`src/rtl/alu_pkg.sv`:
```
// Shared definitions for the ALU issue stage.
//   - alu_ctrl_e    : 3-bit ALU control codes (011 is never emitted)
//   - OP_*          : RV32I major opcodes recognised by the issue decoder
//   - issue_entry_t : one buffered instruction, i.e. every out_* data field
//   - f3_to_ctrl    : funct3 -> ALU code mapping shared by OP and OP-IMM
package alu_pkg;

  localparam int unsigned DATA_W = 32;

  typedef enum logic [2:0] {
    ALU_ADD = 3'b000,
    ALU_SLL = 3'b001,
    ALU_SUB = 3'b010,
    ALU_XOR = 3'b100,
    ALU_SRL = 3'b101,
    ALU_OR  = 3'b110,
    ALU_AND = 3'b111
  } alu_ctrl_e;

  localparam logic [6:0] OP_OP     = 7'b0110011;
  localparam logic [6:0] OP_IMM    = 7'b0010011;
  localparam logic [6:0] OP_LUI    = 7'b0110111;
  localparam logic [6:0] OP_AUIPC  = 7'b0010111;
  localparam logic [6:0] OP_JAL    = 7'b1101111;
  localparam logic [6:0] OP_JALR   = 7'b1100111;
  localparam logic [6:0] OP_BRANCH = 7'b1100011;
  localparam logic [6:0] OP_LOAD   = 7'b0000011;
  localparam logic [6:0] OP_STORE  = 7'b0100011;

  typedef struct packed {
    logic [DATA_W-1:0] in_a;
    logic [DATA_W-1:0] in_b;
    alu_ctrl_e         control;
    logic [DATA_W-1:0] pc;
    logic [DATA_W-1:0] rs2_data;
    logic [4:0]        rd;
    logic              rd_we;
    logic [2:0]        cmp_mode;
    logic              sra;
    logic              illegal;
  } issue_entry_t;

  // SLT/SLTU use SUB; EX resolves the comparison from cmp_mode.
  function automatic alu_ctrl_e f3_to_ctrl(input logic [2:0] f3, input logic sub);
    alu_ctrl_e c;
    case (f3)
      3'b000:         c = sub ? ALU_SUB : ALU_ADD;
      3'b001:         c = ALU_SLL;
      3'b010, 3'b011: c = ALU_SUB;
      3'b100:         c = ALU_XOR;
      3'b101:         c = ALU_SRL;
      3'b110:         c = ALU_OR;
      default:        c = ALU_AND;
    endcase
    return c;
  endfunction

endpackage

```
`src/rtl/alu_issue_decode.sv`:
```
// Combinational decoder: instruction word, PC and register operands ->
// one issue_entry_t (ALU operands, control code and EX/WB side fields).
//   inst      : raw 32-bit instruction
//   pc        : instruction PC
//   rs1_data  : forwarded rs1 value
//   rs2_data  : forwarded rs2 value
//   entry     : decoded entry
module alu_issue_decode
  import alu_pkg::*;
(
  input  logic [31:0]        inst,
  input  logic [DATA_W-1:0]  pc,
  input  logic [DATA_W-1:0]  rs1_data,
  input  logic [DATA_W-1:0]  rs2_data,
  output issue_entry_t       entry
);

  logic [6:0]        opcode;
  logic [4:0]        rd;
  logic [2:0]        f3;
  logic              f7_5;
  logic [DATA_W-1:0] imm_i;
  logic [DATA_W-1:0] imm_s;
  logic [DATA_W-1:0] imm_u;
  logic              wr;

  assign opcode = inst[6:0];
  assign rd     = inst[11:7];
  assign f3     = inst[14:12];
  assign f7_5   = inst[30];
  assign imm_i  = {{(DATA_W-12){inst[31]}}, inst[31:20]};
  assign imm_s  = {{(DATA_W-12){inst[31]}}, inst[31:25], inst[11:7]};
  assign imm_u  = {inst[31:12], 12'b0};

  always_comb begin
    entry          = '0;
    entry.control  = ALU_ADD;
    entry.pc       = pc;
    entry.rs2_data = rs2_data;
    entry.rd       = rd;
    wr             = 1'b1;

    case (opcode)
      OP_OP: begin
        entry.in_a    = rs1_data;
        entry.in_b    = rs2_data;
        entry.control = f3_to_ctrl(f3, f7_5);
        if (f3 == 3'b010 || f3 == 3'b011) entry.cmp_mode = f3;
        if (f3 == 3'b101)                 entry.sra      = f7_5;
      end
      OP_IMM: begin
        entry.in_a    = rs1_data;
        entry.in_b    = imm_i;
        entry.control = f3_to_ctrl(f3, 1'b0);
        if (f3 == 3'b010 || f3 == 3'b011) entry.cmp_mode = f3;
        // Shift immediates carry only the shamt; funct7 bits must not leak into b.
        if (f3 == 3'b001 || f3 == 3'b101) begin
          entry.in_b      = '0;
          entry.in_b[4:0] = inst[24:20];
        end
        if (f3 == 3'b101) entry.sra = inst[30];
      end
      OP_LUI: begin
        entry.in_b = imm_u;
      end
      OP_AUIPC: begin
        entry.in_a = pc;
        entry.in_b = imm_u;
      end
      OP_JAL, OP_JALR: begin
        entry.in_a = pc;
        entry.in_b = DATA_W'(4);
      end
      OP_BRANCH: begin
        entry.in_a     = rs1_data;
        entry.in_b     = rs2_data;
        entry.control  = ALU_SUB;
        entry.cmp_mode = f3;
        wr             = 1'b0;
      end
      OP_LOAD: begin
        entry.in_a = rs1_data;
        entry.in_b = imm_i;
      end
      OP_STORE: begin
        entry.in_a = rs1_data;
        entry.in_b = imm_s;
        wr         = 1'b0;
      end
      default: begin
        entry.illegal = 1'b1;
        wr            = 1'b0;
      end
    endcase

    entry.rd_we = wr & (rd != 5'd0);
  end

endmodule

```
`src/rtl/alu_issue_stage.sv`:
```
// ID/EX issue stage feeding the ALU. Decodes an incoming instruction and
// holds it in a two-entry buffer (main + skid) so in_ready depends only on
// registered state. Issue latency is one cycle; order is preserved.
//   clock, reset         : clock, synchronous active-low reset
//   in_valid/in_ready    : upstream handshake
//   in_pc, in_inst       : instruction PC and word
//   in_rs1_data/rs2_data : forwarded register operands
//   flush                : drop both buffered entries
//   out_valid/out_ready  : downstream handshake (main entry)
//   out_in_a/in_b/control: ALU operands and control code
//   out_pc, out_rs2_data, out_rd, out_rd_we, out_cmp_mode, out_sra,
//   out_illegal          : side fields for EX/WB
module alu_issue_stage
  import alu_pkg::*;
#(
  parameter int unsigned     XLEN     = 32,
  parameter logic [XLEN-1:0] RESET_PC = '0
) (
  input  logic            clock,
  input  logic            reset,
  input  logic            in_valid,
  output logic            in_ready,
  input  logic [XLEN-1:0] in_pc,
  input  logic [31:0]     in_inst,
  input  logic [XLEN-1:0] in_rs1_data,
  input  logic [XLEN-1:0] in_rs2_data,
  input  logic            flush,
  output logic            out_valid,
  input  logic            out_ready,
  output logic [XLEN-1:0] out_in_a,
  output logic [XLEN-1:0] out_in_b,
  output logic [2:0]      out_control,
  output logic [XLEN-1:0] out_pc,
  output logic [XLEN-1:0] out_rs2_data,
  output logic [4:0]      out_rd,
  output logic            out_rd_we,
  output logic [2:0]      out_cmp_mode,
  output logic            out_sra,
  output logic            out_illegal
);

  issue_entry_t dec_entry;
  issue_entry_t main_q;
  issue_entry_t skid_q;
  logic         main_v;
  logic         skid_v;
  logic         accept;
  logic         pop;

  alu_issue_decode u_decode (
    .inst     (in_inst),
    .pc       (in_pc),
    .rs1_data (in_rs1_data),
    .rs2_data (in_rs2_data),
    .entry    (dec_entry)
  );

  function automatic issue_entry_t reset_entry();
    issue_entry_t e;
    e    = '0;
    e.pc = RESET_PC;
    return e;
  endfunction

  assign in_ready = reset & ~skid_v;
  assign accept   = in_valid & in_ready;
  assign pop      = main_v & out_ready;

  // The skid can only be occupied while main is full, so an empty main
  // never has a pending skid entry behind it.
  always_ff @(posedge clock) begin
    if (!reset) begin
      main_v <= 1'b0;
      skid_v <= 1'b0;
      main_q <= reset_entry();
      skid_q <= '0;
    end else if (flush) begin
      main_v <= 1'b0;
      skid_v <= 1'b0;
    end else if (!main_v || pop) begin
      if (skid_v) begin
        main_q <= skid_q;
        main_v <= 1'b1;
        skid_v <= 1'b0;
      end else begin
        main_v <= accept;
        if (accept) main_q <= dec_entry;
      end
    end else if (accept) begin
      skid_q <= dec_entry;
      skid_v <= 1'b1;
    end
  end

  assign out_valid    = main_v;
  assign out_in_a     = main_q.in_a;
  assign out_in_b     = main_q.in_b;
  assign out_control  = main_q.control;
  assign out_pc       = main_q.pc;
  assign out_rs2_data = main_q.rs2_data;
  assign out_rd       = main_q.rd;
  assign out_rd_we    = main_q.rd_we;
  assign out_cmp_mode = main_q.cmp_mode;
  assign out_sra      = main_q.sra;
  assign out_illegal  = main_q.illegal;

endmodule

```
`config.mk`:
```
export PLATFORM = sky130hd
export DESIGN_NAME = alu_issue_stage
export DESIGN_NICKNAME = d
export VERILOG_FILES = /design/src/rtl/alu_pkg.sv /design/src/rtl/alu_issue_decode.sv /design/src/rtl/alu_issue_stage.sv
export SDC_FILE = /design/constraint.sdc
export NUM_CORES = 1
export LEC_CHECK = 0
export ABC_CLOCK_PERIOD_IN_PS = 1500
export BUFFER_PORTS_ARGS = -buffer_cell sky130_fd_sc_hd__buf_2
export CORE_ASPECT_RATIO = 1.25
export CORE_MARGIN = 1.5
export CORE_UTILIZATION = 30
export DETAILED_ROUTE_END_ITERATION = 8
export PLACE_DENSITY = 0.55
export REMOVE_ABC_BUFFERS = 1
export SLEW_MARGIN = 10
export SYNTH_ARGS = -nofsm -noshare
export SYNTH_HDL_FRONTEND = slang
export SYNTH_SLANG_ARGS = --single-unit
```
`constraint.sdc`:
```
create_clock -name clock -period 1.5 [get_ports clock]
set_input_delay 0 -clock clock [delete_from_list [all_inputs] [get_ports clock]]
set_output_delay 0 -clock clock [all_outputs]
set_load 0.005 [all_outputs]
```
==> results.yml <==
synthesis:
  synth_area_per_cell_um2: 8.92
  synth-seq-cells: 286
  syn-cell-area_mm2: 0.0128
  seq_area_frac_synth_pct: 44.8
  synth_top_area_share_pct: 44.8
  yosys-top-cells-area: "dfxtp_1 (45%), nand2_1 (7.9%), mux2i_1 (5.6%)"
  ys.flop_type: "dfxtp_1"
  async_flop_share_pct: 0
  postSynthCellCount: 1432
  ys.warnings.count: 0
  synth.distinct_cells: 57
  synth_edf_count: 0
  yosysTopAreaCell: "dfxtp_1"
worst_setup_path:
  r2r_cells: 7
  cp-end-kind: "flop"
  worst-path-max-fanout: 7
  r2r_start: "out_valid"
  rrSetupSlack_ns: -0.29
  r2r_end: "skid_q[107]"
  required_ns: 1.90
  crit_type: "reg2reg"
  crit_path_start_kind: "flop"
  crit_arrival_ns: 2.19
grt:
  globalRouteMet3Util_pct: 3.85
  grt_pass1_vias: 11872
  gr-usage-all-layers_pct: 19.1
  antenna_found_initial: 1
  busiest_layer: "met2"
  grt_use_met1_pct: 22.9
  use_met2_pct: 33.9
  grt_pass1_wl_um: 67200
  overflow: 0
  grt_max_degree: 128
min_path:
  hold_depth: 5
  hold_class: "in2reg"
  hold_end: "skid_q[2]"
  min_from: "in_inst[2]"
placement:
  dpl.hpwl_um: 26700
  place_area_mm2: 0.0153
  io_buffers: 276
  gp_congestion: 0.769
cts:
  cts_buffers: 34
  cts_max_path_buffers: 3
  clock_latency_ns: 0.52
  h-tree-depth: 2
  cts_tree: "done"
  cts_sinks: 286
  root_buffer: "clkbuf_16"
  clkTransAtPathRegs_ns: 0.06
layout:
  area_growth_pct: 56.2
  diodes: 0
  register_area_mm2: 0.00573
  final_cell_area_mm2: 0.0200
  nFillCells: 3979
  fin_nets: 2033
  multi_input_area_mm2: 0.00702
  layout.cells.most_common: "dfxtp_1"
  layout-drive-gt1-share_pct: 35.6
  layout_common_cells: "dfxtp_1 (284), buf_2 (275), nand2_1 (217)"
sta:
  hold_viol: 0
  fmax_mhz: 560
  period_share_pct: 119
  min_period_ns: 1.79
  rsz0062_at_grt: "yes"
  tightest_slew_ns: 0.747
  tns_ns: -31.93
  clock-skew-final_ns: 0.0116
  setup_ws_ns: -0.286
  setup_viol: 264
  slew_headroom_pct: 50.2
  drv_slew: 0
floorplanning:
  coreArea_mm2: 0.0420
  die_h_um: 234
  io_pins: 277
  fp.dieW_um: 188
  start_util_pct: 30.4
  dieArea_mm2: 0.0439
  fp-row-count: 84
pwr:
  ir_worst_vdd_v: 0.000829
  p_per_area_mw_per_mm2: 924
  leakage_nw: 8.65
  total_power_mw: 18.4
route:
  antenna_left: 0
  num_vias: 12835
  post_drt_wl_per_cell_um: 19.6
  drc: 0
  dr.first_iter.drc_count: 660
  firstDrtPassIters: 5
  viasPerCell: 5.17
  finalWirelength_um: 48700
status:
  violations: "setup timing"
  outcome: "complete, but fails checks"
job:
  drv_cap: 0
-- cell usage after synthesis, types with 5 or more instances --
library cell  instances
buf_4                 6
nand3_1              13
mux2i_1              71
nand2_1             268
buf_2                61
buf_6                10
a221oi_1             11
dfxtp_1             286
a21oi_1             106
a221oi_2             29
a22oi_1              20
o21ai_0             112
o211a_1              70
nor3_1                8
nor2_1               46
nand2b_1              5
a32o_1                5
nor2b_1              11
clkbuf_1             61
a21boi_1             18
and2_1                6
nand3b_1             52
a31oi_1              34
a21boi_0             57
o211ai_1             22
-- where the power goes --
part | total (mW) | switching [mW] | leakage (nW) | internal (mW)
Sequential | 7.94 | 0.123 | 2.32 | 7.82
Combinational | 2.23 | 1.08 | 5.78 | 1.15
Clock | 8.28 | 3.41 | 0.540 | 4.87
Total | 18.4 | 4.61 | 8.65 | 13.8
-- worst max path at each step --
stage	slack (ns)	cells after the start	startpoint	endpoint
5_1_grt	-0.42	6	out_valid	skid_q[110]
2_1_floorplan	-10.43	4	skid_v	out_in_b[2]
4_1_cts	-0.20	7	out_valid	skid_q[1]
6_report	-0.29	7	out_valid	skid_q[107]
3_3_place_gp	-0.19	7	out_valid	skid_q[77]
3_5_place_dp	-0.24	7	out_valid	skid_q[81]
-- kinds of logic (layout without fill, tap and decap cells) --
kind of cell | Yosys count | in the layout | share of synthesized area [%]
compound gates | 497 | 497 | 28.1
simple gates | 433 | 433 | 15.8
flops | 286 | 286 | 44.8
mux | 71 | 71 | 5.56
xor+xnor | 1 | 1 | 0.0685
buf+inv | 144 | 635 | 5.60
-- through the flow --
step | hold WS, ns | cells | utilization [%] | setup slack (ns)
after floorplan | 0.0761 | 1290 | - | -10.43
after CTS | 0.0253 | 2439 | 44.2 | -0.199
after detailed placement | 0.272 | 2222 | 36.5 | -0.239
after global routing | 0.0849 | 2482 | 47.5 | -0.416
final | 0.0746 | 2482 | 47.5 | -0.286
after global placement | 0.259 | 2222 | 36.5 | -0.194
-- registers in the layout, indices dropped and copies added, names as in the netlist --
signal,flops
out_cmp_mode,3
out_control,3
out_illegal,1
out_in_a,32
out_in_b,32
out_pc,32
out_rd,5
out_rd_we,1
out_rs2_data,32
out_sra,1
out_valid,1
skid_q,142
skid_v,1
-- worst max-delay path, cell delays in order (launching register included) --
cell and delay (ns):
dfxtp_2 0.34, buf_6 0.10, nand4bb_4 0.11, or3b_4 0.51, a31oi_4 0.21, buf_12 0.15, clkbuf_16 0.16, a21oi_1 0.06
-- layer usage --
layer | routed length (um) | vias to the layer above
li1 | - | 6120
met1 | 19700 | 6207
met2 | 24400 | 410
met3 | 2820 | 96
met4 | 1790 | 2
met5 | 10 | -
-- layout make-up --
| class | instances | share of cell area, % |
|---|---|---|
| Timing Repair Buffer | 574 | 27.1 |
| Sequential cell | 286 | 28.7 |
| Clock inverter | 8 | 0.382 |
| Tap cell | 559 | 3.50 |
| Multi-Input combinational cell | 1002 | 35.1 |
| Inverter | 2 | 0.0376 |
| Clock buffer | 51 | 5.09 |
-- what timing repair did --
action                     in CTS  in global routing
hold buffers                  125                  0
resized for setup             118                240
pin swaps                      13                 55
gates cloned                   19                 30
setup endpoints to repair     230                285
hold endpoints to repair      269                  0
buffers inserted               14                 22
Power figures use the tool's default switching activity.
